<file path="config.mk">
export PLATFORM = sky130hd
export DESIGN_NAME = handshake_rr_arbiter
export DESIGN_NICKNAME = d
export VERILOG_FILES = /design/src/rtl/handshake_rr_arbiter.sv
export SDC_FILE = /design/constraint.sdc
export NUM_CORES = 1
export LEC_CHECK = 0
export CAP_MARGIN = 25
export CORE_MARGIN = 3
export CORE_UTILIZATION = 35
export CTS_CLUSTER_DIAMETER = 200
export CTS_CLUSTER_SIZE = 24
export DETAILED_ROUTE_END_ITERATION = 12
export GPL_ROUTABILITY_DRIVEN = 0
export HOLD_SLACK_MARGIN = 0.1
export PLACE_DENSITY = 0.62
export SLEW_MARGIN = 20
export SYNTH_ARGS = -nofsm -noshare
export SYNTH_HDL_FRONTEND = slang
export SYNTH_SLANG_ARGS = --single-unit
</file>
<file path="constraint.sdc">
create_clock -name clk -period 2.2 [get_ports clk]
set_clock_uncertainty 0.15 [all_clocks]
set_input_delay 0.22 -clock clk [delete_from_list [all_inputs] [get_ports clk]]
set_output_delay 0.22 -clock clk [all_outputs]
set_load 0.01 [all_outputs]
</file>
<file path="src/rtl/handshake_rr_arbiter.sv">
// rtl/handshake_rr_arbiter.sv - round-robin source arbiter with registered 2-entry skid output
// ARB_BURST_EN: when defined, a grant holds for up to BURST_LEN beats; otherwise one beat per grant.
module handshake_rr_arbiter #(
    parameter int WIDTH     = 8,
    parameter int NUM_SRC   = 4,
    parameter int BURST_LEN = 4
) (
    input  logic                       clk,
    input  logic                       s_rst_n,
    input  logic [NUM_SRC-1:0]         src_vaild,
    input  logic [NUM_SRC*WIDTH-1:0]   src_data_in,
    output logic [NUM_SRC-1:0]         src_ready,
    input  logic                       dst_ready,
    output logic                       dst_vaild,
    output logic [WIDTH-1:0]           dst_data_out,
    output logic [$clog2(NUM_SRC)-1:0] dst_src_id
);

    localparam int IDW = $clog2(NUM_SRC);
    localparam int CW  = $clog2(BURST_LEN + 1);
`ifdef ARB_BURST_EN
    localparam logic [CW-1:0] BURST_LIMIT = CW'(BURST_LEN);
`else
    localparam logic [CW-1:0] BURST_LIMIT = CW'(1);
`endif

    typedef enum logic {
        IDLE  = 1'b0,
        GRANT = 1'b1
    } state_t;

    state_t             state_q, state_d;
    logic [IDW-1:0]     grant_q, grant_d;
    logic [IDW-1:0]     last_grant_q, last_grant_d;
    logic [CW-1:0]      cnt_q, cnt_d;
    logic [NUM_SRC-1:0] src_ready_q, src_ready_d;

    logic               main_vld_q, main_vld_d;
    logic [WIDTH-1:0]   main_data_q, main_data_d;
    logic [IDW-1:0]     main_id_q, main_id_d;
    logic               skid_vld_q, skid_vld_d;
    logic [WIDTH-1:0]   skid_data_q, skid_data_d;
    logic [IDW-1:0]     skid_id_q, skid_id_d;

    logic               src_fire;
    logic               dst_fire;
    logic [WIDTH-1:0]   src_beat;
    logic               rr_found;
    logic [IDW-1:0]     rr_pick;

    // src_ready_q is only ever set for grant_q, so this is the single possible source transfer.
    assign src_fire = src_ready_q[grant_q] & src_vaild[grant_q];
    assign dst_fire = main_vld_q & dst_ready;
    assign src_beat = src_data_in[int'(grant_q)*WIDTH +: WIDTH];

    always_comb begin
        rr_found = 1'b0;
        rr_pick  = '0;
        for (int k = 1; k <= NUM_SRC; k++) begin
            if (!rr_found && src_vaild[(int'(last_grant_q) + k) % NUM_SRC]) begin
                rr_found = 1'b1;
                rr_pick  = IDW'((int'(last_grant_q) + k) % NUM_SRC);
            end
        end
    end

    always_comb begin
        state_d      = state_q;
        grant_d      = grant_q;
        last_grant_d = last_grant_q;
        cnt_d        = cnt_q;
        case (state_q)
            IDLE: begin
                if (rr_found) begin
                    state_d      = GRANT;
                    grant_d      = rr_pick;
                    last_grant_d = rr_pick;
                    cnt_d        = '0;
                end
            end
            GRANT: begin
                if (!src_vaild[grant_q] || (src_fire && (cnt_q + 1'b1 == BURST_LIMIT))) begin
                    state_d = IDLE;
                    cnt_d   = '0;
                end else if (src_fire) begin
                    cnt_d = cnt_q + 1'b1;
                end
            end
            default: state_d = IDLE;
        endcase
    end

    // Skid only fills when main is held by a stalled downstream; pops drain skid first to keep order.
    always_comb begin
        main_vld_d  = main_vld_q;
        main_data_d = main_data_q;
        main_id_d   = main_id_q;
        skid_vld_d  = skid_vld_q;
        skid_data_d = skid_data_q;
        skid_id_d   = skid_id_q;
        if (dst_fire) begin
            if (skid_vld_q) begin
                main_data_d = skid_data_q;
                main_id_d   = skid_id_q;
                if (src_fire) begin
                    skid_data_d = src_beat;
                    skid_id_d   = grant_q;
                end else begin
                    skid_vld_d = 1'b0;
                end
            end else if (src_fire) begin
                main_data_d = src_beat;
                main_id_d   = grant_q;
            end else begin
                main_vld_d = 1'b0;
            end
        end else if (src_fire) begin
            if (!main_vld_q) begin
                main_vld_d  = 1'b1;
                main_data_d = src_beat;
                main_id_d   = grant_q;
            end else begin
                skid_vld_d  = 1'b1;
                skid_data_d = src_beat;
                skid_id_d   = grant_q;
            end
        end
    end

    always_comb begin
        src_ready_d = '0;
        if (state_d == GRANT && !skid_vld_d) begin
            src_ready_d[grant_d] = 1'b1;
        end
    end

    always_ff @(posedge clk or negedge s_rst_n) begin
        if (!s_rst_n) begin
            state_q      <= IDLE;
            grant_q      <= '0;
            last_grant_q <= IDW'(NUM_SRC - 1);
            cnt_q        <= '0;
            src_ready_q  <= '0;
            main_vld_q   <= 1'b0;
            main_data_q  <= '0;
            main_id_q    <= '0;
            skid_vld_q   <= 1'b0;
            skid_data_q  <= '0;
            skid_id_q    <= '0;
        end else begin
            state_q      <= state_d;
            grant_q      <= grant_d;
            last_grant_q <= last_grant_d;
            cnt_q        <= cnt_d;
            src_ready_q  <= src_ready_d;
            main_vld_q   <= main_vld_d;
            main_data_q  <= main_data_d;
            main_id_q    <= main_id_d;
            skid_vld_q   <= skid_vld_d;
            skid_data_q  <= skid_data_d;
            skid_id_q    <= skid_id_d;
        end
    end

    assign src_ready    = src_ready_q;
    assign dst_vaild    = main_vld_q;
    assign dst_data_out = main_data_q;
    assign dst_src_id   = main_id_q;

endmodule

</file>
## Word level (Yosys, flattened, before mapping)

Index checks and enable logic that the tools add are counted.

- Bitwise gates (word level): 7
- $add $sub $neg: 5
- Shifts and indexed selects: 1
- Order comparisons: 7
- Reduce and logical (&&, ||, !) cells: 24
- Eq/ne operators: 7
- Multiplexer cells: 63

Operator list:

| cell | number |
|---|---|
| two-way mux 8 bit | 9 |
| variable part select 32 x 6 -> 8 bit | 1 |
| two-way mux 2 bit | 15 |
| two-way mux 1 bit | 26 |
| < comparator 3 x 4 -> 1 bit, second input constant | 4 |
| binary-select mux 1 bit (select 2 bit) | 6 |
| two-way mux 3 bit | 3 |
| AND reduction 3 bit | 3 |
| inequality test 2 bit, second input constant | 4 |
| OR reduction 2 bit | 4 |
| logical AND 1 bit | 6 |
| < comparator 2 x 3 -> 1 bit, second input constant | 2 |
| one-hot mux 3 bit (2 select lines) | 1 |
| nonzero test 2 bit | 3 |
| zero test 1 bit | 5 |
| adder 2 x 1 -> 2 bit, second input constant | 2 |
| adder 2 bit, second input constant | 2 |
| AND 1 bit, first input constant | 4 |
| two-way mux 4 bit | 1 |
| AND reduction 2 bit | 2 |
| adder 3 x 1 -> 3 bit, second input constant | 1 |
| equality test 3 x 1 -> 1 bit, second input constant | 1 |
| inequality test 3 x 1 -> 1 bit, second input constant | 1 |
| AND 1 bit | 2 |
| 6 further kinds | 6 |

- Output and inout bits: 15
- Bits in registers: 34
- Word-level logic and storage cells: 125

## Logic depth before layout (Yosys ltp)

- Word-level depth: 23
- Mapped depth: 7
- Depth with buffers taken out: 7

## Least setup slack after synthesis

Ideal clock, no wire load.

- Path kind: reg2reg
- Start point: register grant_q[0]
- End point: register main_data_q[0], in the netlist dst_data_out[0]
- Arrival time: 1.884 ns
- Required time: 1.925 ns
- Cell stages (with the launch flop): 8
- Setup slack: 0.042 ns
- Setup time: 0.125 ns
- Clock period less this slack: 2.158 ns
- Cells stage by stage: dfrtp_1 > mux4_2 > and2_4 > inv_1 > ha_1 > nor2_1 > o21ai_4 > mux2_2

- Longest elaborated chain between the ends: 5
- Elaborated cells on any way between the ends: 14
- Classes of those cells: 1 x shift; 9 x mux; 1 x bitwise; 3 x reduce/logical

Ends and longest elaborated chain:

| what | line | source |
|---|---|---|
| start: declaration | 33 | `logic [IDW-1:0] grant_q, grant_d;` |
| start signal: assignment | 152 | `grant_q <= grant_d;` |
| branches (longest 5 deep; another with variable part select 32 x 6 -> 8 bit) | -- |  |
| end signal: assignment | 157 | `main_data_q <= main_data_d;` |
| end: declaration | 39 | `logic [WIDTH-1:0] main_data_q, main_data_d;` |

Several ways; the timed one is not identified. The select of a mux whose other input is x is not followed.
A chain may end at the register's enable or synchronous reset.

## Worst setup path after layout

- Start point: register grant_q[0]
- End point: register skid_id_q[1]

- Longest elaborated chain between the ends: 4
- Elaborated cells on any way between the ends: 6
- Classes of those cells: 4 x mux; 1 x bitwise; 1 x reduce/logical

Ends and longest elaborated chain:

| what | line | source |
|---|---|---|
| binary-select mux 1 bit (select 2 bit) | 52 | `assign src_fire = src_ready_q[grant_q] & src_vaild[grant_q];` |
| two-way mux 1 bit (not written as such) | 52 |  |
| AND 1 bit * | 52 |  |
| AND reduction 3 bit (no source line) * | -- |  |
| end signal: assignment | 161 | `skid_id_q <= skid_id_d;` |
| end: declaration | 43 | `logic [IDW-1:0] skid_id_q, skid_id_d;` |

Every way passes the cells marked *; elsewhere a longest branch is shown, timed or not. The select of a mux whose other input is x is not followed.

==> results.toml <==
[place]
port_buffers = 53
pre_cts_worst_setup_slack_ns = -0.2175
detailedPlacementHpwl_um = 3660
detailed_place.area_um2 = 2685

[floorplan]
coreArea_um2 = 5205
dieHeight_um = 80.18
start_util_pct = 37.00
dieArea_um2 = 6428
pin_count = 54
rows = 26
die-width_um = 80.18

[logic_synthesis]
synthCells = 146
synth_seq_area_share_pct = 44.31
yosys.area.top_type_share_pct = 41.59
synth.cells.most_frequent = "32 x sky130_fd_sc_hd__dfrtp_1, 30 x sky130_fd_sc_hd__mux2_2, 10 x sky130_fd_sc_hd__mux4_2"
post-synth-top-area-cell = "sky130_fd_sc_hd__dfrtp_1"
yosysMostFrequentCell = "sky130_fd_sc_hd__dfrtp_1"
avgSynthCellArea_um2 = 13.19
synthArstFlopShare_pct = 100.0
postSynthRegisterBits = 34
synth_area_leaders = "sky130_fd_sc_hd__dfrtp_1 42%, sky130_fd_sc_hd__mux2_2 18%, sky130_fd_sc_hd__mux4_2 12%, sky130_fd_sc_hd__o41ai_4 2.9%, sky130_fd_sc_hd__dfstp_2 2.7%"
synth_nets = 188
synthesis.area_um2 = 1926
number_of_synthesis_warnings = 0
ys_dominant_reg_cell = "sky130_fd_sc_hd__dfrtp_1"
yosys.cell_types.count = 36
synth_edf_count = 0

[power]
p_per_area_nw_per_um2 = 1238
power.ir.vdd_worst_v = 0.0007650
p_leak_uw = 0.001199

[critical_path]
crit_family = "multiplexers"
timing.critical_path.buf_inv = 1
critical_path_arrival_ns = 2.15
timing.critical_path.cells = "mux4_2 > and2_4 > buf_4 > nand3_2 > mux2_2"
critPathMaxStageDelay_ns = 0.53
crit_path_max_fanout = 10
setup.worst_path.class = "reg -> reg"
slowest_stage = "sky130_fd_sc_hd__mux4_2"
required_ns = 2.21
kind_of_end_point_of_the_critical_path = "flop"
critPathLaunchType = "flop"

[detailed_routing]
detailedRoute.firstIterationViolations = 50
drt_drc_violations_left = 0
ant_nets = 0
vias_per_cell = 5.047
average_wire_length_per_cell_after_detail_routing_um = 16.49
vias = 1499
routed_wl_um = 4898
drt_pre_antenna_iters = 4

[finish]
multiInputGateArea_um2 = 1095
n_antenna_cell = 0
share_of_final_layout_standard_cells_stronger_than_drive_strength_1_pct = 38.77
ff_latch_area_um2 = 854.6
final_net_count = 268
area_delta_synth_final_pct = 48.60
filler_cell_count = 445
final_cell_area_um2 = 2861
post-route-util_pct = 54.98

[global_route]
number_of_global_route_vias_before_repair = 1593
grt-ovfl-total = 0
number_of_antenna_violations_at_the_first_check_in_global_routing = 0
grtUsageTotal_pct = 15.81
grt_pass1_wl_um = 7707
grt_max_degree = 35

[clock_network]
worst_skew_pair.late_latency_ns = 0.28
htree_levels = 2
cts_tree = "done"
cts.sinks = 34
cts_made_buffers = 5
cts-root-buf = "sky130_fd_sc_hd__clkbuf_8"
cts.clk_slew.worst_paths_ns = 0.07
max-clock-path-buffers = 2

[sta]
final_hold_violation_count = 0
timing.hold.ws_ns = 0.1885
post-route-worst-setup-slack_ns = 0.05987
setup_total_negative_slack_ns = 0
timing.final.crit_share_pct = 97.28
finalSetupViolCount = 0
maxSlewViolCount = 0
max_freq_mhz = 467.3
slew_headroom_pct = 70.82
timing.final.crit_period_ns = 2.140
worst-slew-pin-transition_ns = 0.4378

[run]
cap_violations = 0

[hold_path]
hold_path_class = "in -> async"

[run_status]
outcome = "completed"
==> area by class of cell <==
type	count	area share, %
multi-input combinational	102	38.26
sequential	34	29.86
timing repair buffer	76	24.70
tap	70	3.061
clock buffer	7	3.017
inverter	7	0.9182
clock inverter	1	0.1749
==> path summary, 6_finish.rpt <==
path,slack [ns],start,cells past startpoint,end
worst max-delay path,0.06,grant_q[0]$_DFF_PN0_,5,skid_id_q[1]$_DFFE_PN0P_
worst min-delay path,0.19,s_rst_n,2,cnt_q[2]$_DFFE_PN0P_
worst max register to register,0.06,grant_q[0]$_DFF_PN0_,5,skid_id_q[1]$_DFFE_PN0P_
worst min register to register,0.36,dst_data_out[1]$_DFFE_PN0P_,1,dst_data_out[1]$_DFFE_PN0P_
max in group asynchronous,1.36,s_rst_n,2,last_grant_q[0]$_DFFE_PN1P_
min in group clk,0.36,dst_data_out[1]$_DFFE_PN0P_,1,dst_data_out[1]$_DFFE_PN0P_
==> per-stage QoR <==
step | instances | power, µW
after CTS | 297 | 3539
after global placement | 286 | 2866
final | 297 | 3542
after floorplan | 146 | 2202
after global routing | 297 | 3777
after detailed placement | 286 | 2937
==> power breakdown <==
part	total, µW	switching, µW	internal [µW]
Sequential	1140	217	924
Combinational	1930	792	1140
Clock	469	217	252
==> state kept, by name, summed over array words and instances (netlist names) <==
signal / flops
grant_q: 2
skid_vld_q: 1
state_q: 1
dst_vaild: 1
src_ready: 4
skid_data_q: 8
last_grant_q: 2
skid_id_q: 2
dst_src_id: 2
cnt_q: 3
dst_data_out: 8
==> kinds of logic (layout without fill, tap and decap cells) <==
family / after synthesis / count (layout) / synth area share, %
AO/OA/AOI/OAI: 19 / 20 / 9.292
XOR/XNOR: 2 / 2 / 0.9098
adder cells (fa/ha/maj): 3 / 3 / 1.950
buffers and inverters: 11 / 91 / 2.209
flip-flops: 34 / 34 / 44.31
multiplexers: 43 / 43 / 30.80
AND/OR/NAND/NOR: 34 / 34 / 10.53
==> routing by layer <==
layer	global-route usage [%]	vias to the layer above	wire (µm)
met3	3.139	5	162
met5	0	-	0
met2	27.32	31	2659
li1	-	709	-
met4	4.054	0	40
met1	20.16	754	2035
==> cells in the final DEF, fill, tap and decap left out, types with 3 or more instances in the layout <==
| cell | synthesis | layout |
|---|---|---|
| sky130_fd_sc_hd__a21oi_1 | 3 | 3 |
| sky130_fd_sc_hd__buf_4 | 0 | 22 |
| sky130_fd_sc_hd__clkbuf_8 | 0 | 6 |
| sky130_fd_sc_hd__clkdlybuf4s50_1 | 0 | 53 |
| sky130_fd_sc_hd__dfrtp_1 | 32 | 31 |
| sky130_fd_sc_hd__inv_1 | 7 | 6 |
| sky130_fd_sc_hd__mux2_2 | 30 | 24 |
| sky130_fd_sc_hd__mux2_4 | 0 | 6 |
| sky130_fd_sc_hd__mux2i_1 | 3 | 3 |
| sky130_fd_sc_hd__mux4_2 | 10 | 10 |
| sky130_fd_sc_hd__nand2_1 | 4 | 4 |
| sky130_fd_sc_hd__nand2b_1 | 4 | 4 |
| sky130_fd_sc_hd__nor2_1 | 9 | 8 |
| sky130_fd_sc_hd__nor4_1 | 3 | 3 |
| sky130_fd_sc_hd__o21ai_0 | 5 | 5 |
==> worst reg2reg max path: cells and delay by family (launching register included) <==
family,cells,cell delay [ns]
multiplexers,2,0.91
buffers and inverters,1,0.13
AND/OR/NAND/NOR,2,0.42
flip-flops,1,0.41
==> repair_timing <==
item,4_1_cts,5_1_grt
gates cloned,1,0
gates resized for setup,10,5
hold buffers,0,0
setup endpoints to repair,21,11
buffers inserted,2,0
pin swaps,1,0
Note: power is estimated with default switching activity, not from simulation.
